$ cat src/rtl/mem_stage_pipe.sv
// EX/MEM register, data-memory access stage and MEM/WB register.
// Handshake: EX offers an instruction with ex_valid; it is taken on a cycle
// where ex_valid and ex_ready are both high. dmem_req is held until dmem_ready,
// and dmem_rdata is valid on the dmem_ready cycle.
// dbg_state exposes the access FSM (0 = S_RUN, 1 = S_WAIT).
module mem_stage_pipe #(
    parameter int XLEN        = 32,
    parameter int MEM_TIMEOUT = 255
) (
    input  logic            clk,
    input  logic            rst_n,
    input  logic            ex_valid,
    output logic            ex_ready,
    input  logic            ex_reg_write,
    input  logic            ex_mem_read,
    input  logic            ex_mem_write,
    input  logic [2:0]      ex_funct3,
    input  logic [4:0]      ex_rd_addr,
    input  logic [XLEN-1:0] ex_alu_result,
    input  logic [XLEN-1:0] ex_store_data,
    input  logic            flush,
    output logic            dmem_req,
    output logic            dmem_we,
    output logic [XLEN-1:0] dmem_addr,
    output logic [XLEN-1:0] dmem_wdata,
    output logic [3:0]      dmem_wstrb,
    input  logic            dmem_ready,
    input  logic [XLEN-1:0] dmem_rdata,
    output logic            EX_MEM_valid,
    output logic            EX_MEM_RegWrite,
    output logic [4:0]      EX_MEM_rd_addr,
    output logic [XLEN-1:0] EX_MEM_alu_result,
    output logic            MEM_WB_valid,
    output logic            MEM_WB_RegWrite,
    output logic [4:0]      MEM_WB_rd_addr,
    output logic [XLEN-1:0] MEM_WB_wdata,
    output logic            mem_err,
    output logic            dbg_state
);

    localparam int CW = $clog2(MEM_TIMEOUT + 1);

    typedef enum logic {S_RUN = 1'b0, S_WAIT = 1'b1} state_t;

    state_t          state, state_next;
    logic [CW-1:0]   wait_cnt, wait_cnt_next;

    logic            em_mem_read;
    logic            em_mem_write;
    logic [2:0]      em_funct3;
    logic [XLEN-1:0] em_store_data;

    logic            memop, aligned, retire, abort, wb_live;
    logic [XLEN-1:0] lane_word, load_data;

    // Access decode: alignment, retire/abort and the EX stall
    always_comb begin
        memop    = EX_MEM_valid & (em_mem_read | em_mem_write);
        aligned  = 1'b1;
        if (em_funct3[1:0] == 2'b01)
            aligned = (EX_MEM_alu_result[0] == 1'b0);
        else if (em_funct3[1:0] == 2'b10)
            aligned = (EX_MEM_alu_result[1:0] == 2'b00);
        retire   = EX_MEM_valid & (!memop | dmem_ready);
        abort    = (memop & !aligned) |
                   ((state == S_WAIT) & (wait_cnt == CW'(MEM_TIMEOUT)) & !dmem_ready);
        ex_ready = !flush & (!EX_MEM_valid | retire | abort);
        dmem_req = memop & aligned & !flush;
        wb_live  = retire & !flush & !abort;
    end

    // Memory-side store formatting and load lane extraction
    always_comb begin
        dmem_we    = em_mem_write;
        dmem_addr  = {EX_MEM_alu_result[XLEN-1:2], 2'b00};
        dmem_wstrb = 4'b1111;
        dmem_wdata = em_store_data;
        case (em_funct3[1:0])
            2'b00: begin
                dmem_wstrb = 4'b0001 << EX_MEM_alu_result[1:0];
                dmem_wdata = {(XLEN/8){em_store_data[7:0]}};
            end
            2'b01: begin
                dmem_wstrb = 4'b0011 << EX_MEM_alu_result[1:0];
                dmem_wdata = {(XLEN/16){em_store_data[15:0]}};
            end
            default: ;
        endcase
        lane_word = dmem_rdata >> {EX_MEM_alu_result[1:0], 3'b000};
        case (em_funct3)
            3'b000:  load_data = {{(XLEN-8){lane_word[7]}}, lane_word[7:0]};
            3'b001:  load_data = {{(XLEN-16){lane_word[15]}}, lane_word[15:0]};
            3'b100:  load_data = {{(XLEN-8){1'b0}}, lane_word[7:0]};
            3'b101:  load_data = {{(XLEN-16){1'b0}}, lane_word[15:0]};
            default: load_data = dmem_rdata;
        endcase
    end

    // FSM next state: track how long an issued access has been waiting
    always_comb begin
        state_next    = state;
        wait_cnt_next = wait_cnt;
        case (state)
            S_RUN: begin
                if (dmem_req && !dmem_ready) begin
                    state_next    = S_WAIT;
                    wait_cnt_next = CW'(1);
                end
            end
            S_WAIT: begin
                if (dmem_ready || flush || abort) begin
                    state_next    = S_RUN;
                    wait_cnt_next = '0;
                end else begin
                    wait_cnt_next = wait_cnt + CW'(1);
                end
            end
            default: begin
                state_next    = S_RUN;
                wait_cnt_next = '0;
            end
        endcase
    end

    // FSM state and wait counter registers
    always_ff @(posedge clk or negedge rst_n) begin
        if (!rst_n) begin
            state    <= S_RUN;
            wait_cnt <= '0;
        end else begin
            state    <= state_next;
            wait_cnt <= wait_cnt_next;
        end
    end

    assign dbg_state = state;

    // EX/MEM register: load on handshake, clear on flush/retire/abort, else hold
    always_ff @(posedge clk or negedge rst_n) begin
        if (!rst_n) begin
            EX_MEM_valid      <= 1'b0;
            EX_MEM_RegWrite   <= 1'b0;
            EX_MEM_rd_addr    <= '0;
            EX_MEM_alu_result <= '0;
            em_mem_read       <= 1'b0;
            em_mem_write      <= 1'b0;
            em_funct3         <= '0;
            em_store_data     <= '0;
        end else if (flush) begin
            EX_MEM_valid      <= 1'b0;
        end else if (ex_valid && ex_ready) begin
            EX_MEM_valid      <= 1'b1;
            EX_MEM_RegWrite   <= ex_reg_write;
            EX_MEM_rd_addr    <= ex_rd_addr;
            EX_MEM_alu_result <= ex_alu_result;
            em_mem_read       <= ex_mem_read;
            em_mem_write      <= ex_mem_write;
            em_funct3         <= ex_funct3;
            em_store_data     <= ex_store_data;
        end else if (retire || abort) begin
            EX_MEM_valid      <= 1'b0;
        end
    end

    // MEM/WB register: advances every cycle; bubbles keep rd/wdata
    always_ff @(posedge clk or negedge rst_n) begin
        if (!rst_n) begin
            MEM_WB_valid    <= 1'b0;
            MEM_WB_RegWrite <= 1'b0;
            MEM_WB_rd_addr  <= '0;
            MEM_WB_wdata    <= '0;
            mem_err         <= 1'b0;
        end else begin
            MEM_WB_valid    <= wb_live;
            MEM_WB_RegWrite <= wb_live & EX_MEM_RegWrite;
            mem_err         <= abort;
            if (wb_live) begin
                MEM_WB_rd_addr <= EX_MEM_rd_addr;
                MEM_WB_wdata   <= em_mem_read ? load_data : EX_MEM_alu_result;
            end
        end
    end

endmodule

$ cat config.mk
export PLATFORM = sky130hd
export DESIGN_NAME = mem_stage_pipe
export DESIGN_NICKNAME = d
export VERILOG_FILES = /design/src/rtl/mem_stage_pipe.sv
export SDC_FILE = /design/constraint.sdc
export NUM_CORES = 1
export LEC_CHECK = 0
export CORE_UTILIZATION = 45
export CTS_CLUSTER_SIZE = 25
export DETAILED_ROUTE_END_ITERATION = 8
export PLACE_DENSITY = 0.82
export SYNTH_ARGS = -nofsm -noshare
export SYNTH_HDL_FRONTEND = slang
export SYNTH_SLANG_ARGS = --single-unit
$ cat constraint.sdc
create_clock -name clk -period 2.4 [get_ports clk]
set_input_delay 0.72 -clock clk [delete_from_list [all_inputs] [get_ports clk]]
set_output_delay 0.72 -clock clk [all_outputs]
set_load 0.05 [all_outputs]
==> run metrics <==
I/O pins around 260; GPL Wtd Cong 0.870; drt pass-1 iters 9; Multi-input gate area between 3000 and 4000 um2; DPL Wire Length 15000 um; commonest cells after routing, fill and taps aside clkdlybuf4s50_1 (176), dfrtp_1 (122), mux2_4 (62); failing checks design-rule violations, negative setup slack; IO buf count 260; critical path's largest stage delay a little under 0.3 ns; WL final 22000 um; FF-to-FF setup slack 0.05 ns; synth warn 0; Avg WL per Cell 20.6 um; nets 982; DRC viols 22; Yosys cell types 56; DIE WIDTH roughly 130 um; final period utilization 105%; clk root buf clkbuf_16; PnR worst setup slack -0.122 ns; Fillers 937; Slew headroom between 50% and 60%; Power Density 1060 nW/um2; most common cell after layout, fill and taps aside clkdlybuf4s50_1; Min-Delay Path Class in -> async; Fin. Hold Viols 0; Worst-Skew Late Latency 0.41 ns; Tmin final 2.52 ns; Antenna Cells 0; Worst path slowest cell and4b_1; initial drt markers around 380; largest net degree at the start of global routing 46; worst r2r src wait_cnt[0]$_DFFE_PN0P_; Async SR Flop Fraction between 90% and 100%; global route overflow 0; worst-case clock buffer depth 2; top cell type's share of synthesized area 45.9%; Mapped Cells 603; RSZ-0062 raised after global routing true; register area share after synthesis between 40% and 50%; status finished with violations; placed cells between 1000 and 1500; FF-to-FF End em_store_data[9]$_DFFE_PN0P_; register bit total from synthesis around 130; Post-synth EDFFs 0; core area 14600 um2; Register Area 3130 um2; initial core utilization a little under half; Worst R2R Path Depth 9; DR vias about 6000; TritonCTS clock tree built; CTS Buf Count 17; Final Util 74.2%; critical-path cell list dlygate4sd2_1, and4b_1, nand4_4, and3b_4, nor2_4, buf_8; highest clock rate 0.397 GHz; crit path capture type primary output; area grow syn2layout 59.3%; Setup Viol. Count Final 16; critical path class in -> out; first-pass GRT wire length 32900 um; depth of the CTS H-tree 4; cell accounting for the most synthesized area dfrtp_1; mapped cell area approximately 6800 um2; Worst EP arrival 1.80 ns; share of layout cells above drive strength 1 29.6%; Most used DFF post-synth dfrtp_1; initial antenna violation count 0; max_cap viols 0; syn avg cell area between 10 and 15 um2; DIE AREA 15700 um2; Critical Path RT 1.68 ns; routed vias/inst between 5 and 6; Max VDD drop 0.000765 V; Worst Hold Margin 0.299 ns; vias in the first global route 6037; startpoint types primary input; CP Max Fanout 2; Antenna Nets Post-Route 0; clk sinks between 100 and 150; total track usage about 27%; Worst-Margin Slew 0.608 ns; Die H 125 um; setup TNS -1.26 ns; FP Rows between 40 and 50; Worst Clk Skew 0.00814 ns; top cells by area, synth dfrtp_1 (46%), mux2_4 (11%), mux2_2 (7.4%), buf_4 (4.6%), nand2_1 (3.3%); Reg clk slew, reported paths 0.06 ns; leak pwr 5.04 nW; max-slew violations 0; post-route insts no fill 1065
[worst max path at each step]
stage / from / end / slack, ns / cells after the start
after global placement: dmem_ready / em_store_data[16]$_DFFE_PN0P_ / -0.37 / 8
after global routing: em_funct3[1]$_DFFE_PN0P_ / ex_ready / -0.18 / 5
final: dmem_ready / ex_ready / -0.12 / 6
after CTS: em_funct3[1]$_DFFE_PN0P_ / dmem_wdata[14] / -0.12 / 5
after floorplan: em_funct3[1]$_DFFE_PN0P_ / dmem_wdata[24] / 0.02 / 6
after detailed placement: dmem_rdata[23] / MEM_WB_wdata[31]$_DFFE_PN0P_ / -0.46 / 6
[state kept, by name (all words and copies together) (netlist names), 3 cells and up]
| name | flops |
|---|---|
| EX_MEM_alu_result | 32 |
| MEM_WB_wdata | 32 |
| em_store_data | 32 |
| wait_cnt | 8 |
| EX_MEM_rd_addr | 5 |
| MEM_WB_rd_addr | 5 |
| em_funct3 | 3 |
[worst max-delay path, delay by kind of cell]
kind	cells	cell delay, ns
AND/OR/NAND/NOR	4	0.68
buffers and inverters	2	0.39
[cell usage after synthesis, drive strengths merged (2+ instances only)]
| master | instances |
|---|---|
| o21ai | 30 |
| nand3 | 7 |
| nor2b | 3 |
| o221ai | 8 |
| dfrtp | 125 |
| nor3b | 3 |
| or2 | 2 |
| a21oi | 32 |
| and2 | 2 |
| a32o | 2 |
| buf | 60 |
| or3 | 6 |
| a21o | 2 |
| a211o | 11 |
| clkbuf | 19 |
| mux2i | 17 |
| a221oi | 2 |
| mux2 | 95 |
| nand2b | 8 |
| and3b | 3 |
| inv | 18 |
| o21bai | 5 |
| a222oi | 2 |
| o22ai | 9 |
| o22a | 16 |
| nand2 | 60 |
| a211oi | 6 |
| o211ai | 4 |
| and3 | 12 |
| nor2 | 19 |
[layer usage]
layer,GRT usage (%),vias up,share of wire [%]
met2,46.4,256,51
met4,9.61,0,2.3
met1,33.4,2897,40
met3,6.38,44,6.2
li1,-,2659,-
met5,0,-,0
[cells by family after synthesis]
group,Yosys count,synth area share [%]
xor gates and xnor gates,1,0.128
and+or+nand+nor,130,9.76
AOI/OAI and AO/OA,135,13.5
adders and majority gates,1,0.183
DFF,125,45.9
muxes,113,21.3
buffers and inverters,97,9.28
other,1,0.0550
[per-stage QoR]
stage / area [um2] / power (mW) / setup slack, ns
after global placement: 9670 / 8.46 / -0.369
after detailed placement: 9670 / 8.57 / -0.457
after floorplan: 6890 / 6.64 / 0.0220
after global routing: 10900 / 11.9 / -0.179
final: 10900 / 11.5 / -0.122
after CTS: 10500 / 11.4 / -0.116
[power breakdown]
part | internal, mW | switching [mW]
Clock | 1.79 | 0.944
Combinational | 2.27 | 3.50
Sequential | 2.60 | 0.431
[final cells by class]
class	count	share of cell area, %
timing repair buffer	325	32.6
multi-input combinational	382	29.9
sequential	125	28.8
clock buffer	21	4.24
tap	184	2.12
clock inverter	10	1.50
inverter	18	0.737
[timing repair]
action	CTS	global route
hold buffers	0	0
setup endpoints to repair	72	110
gates resized for setup	52	65
gates cloned	0	6
buffers inserted	8	7
pin swaps	4	4
Note: power is estimated with default switching activity, not from simulation.
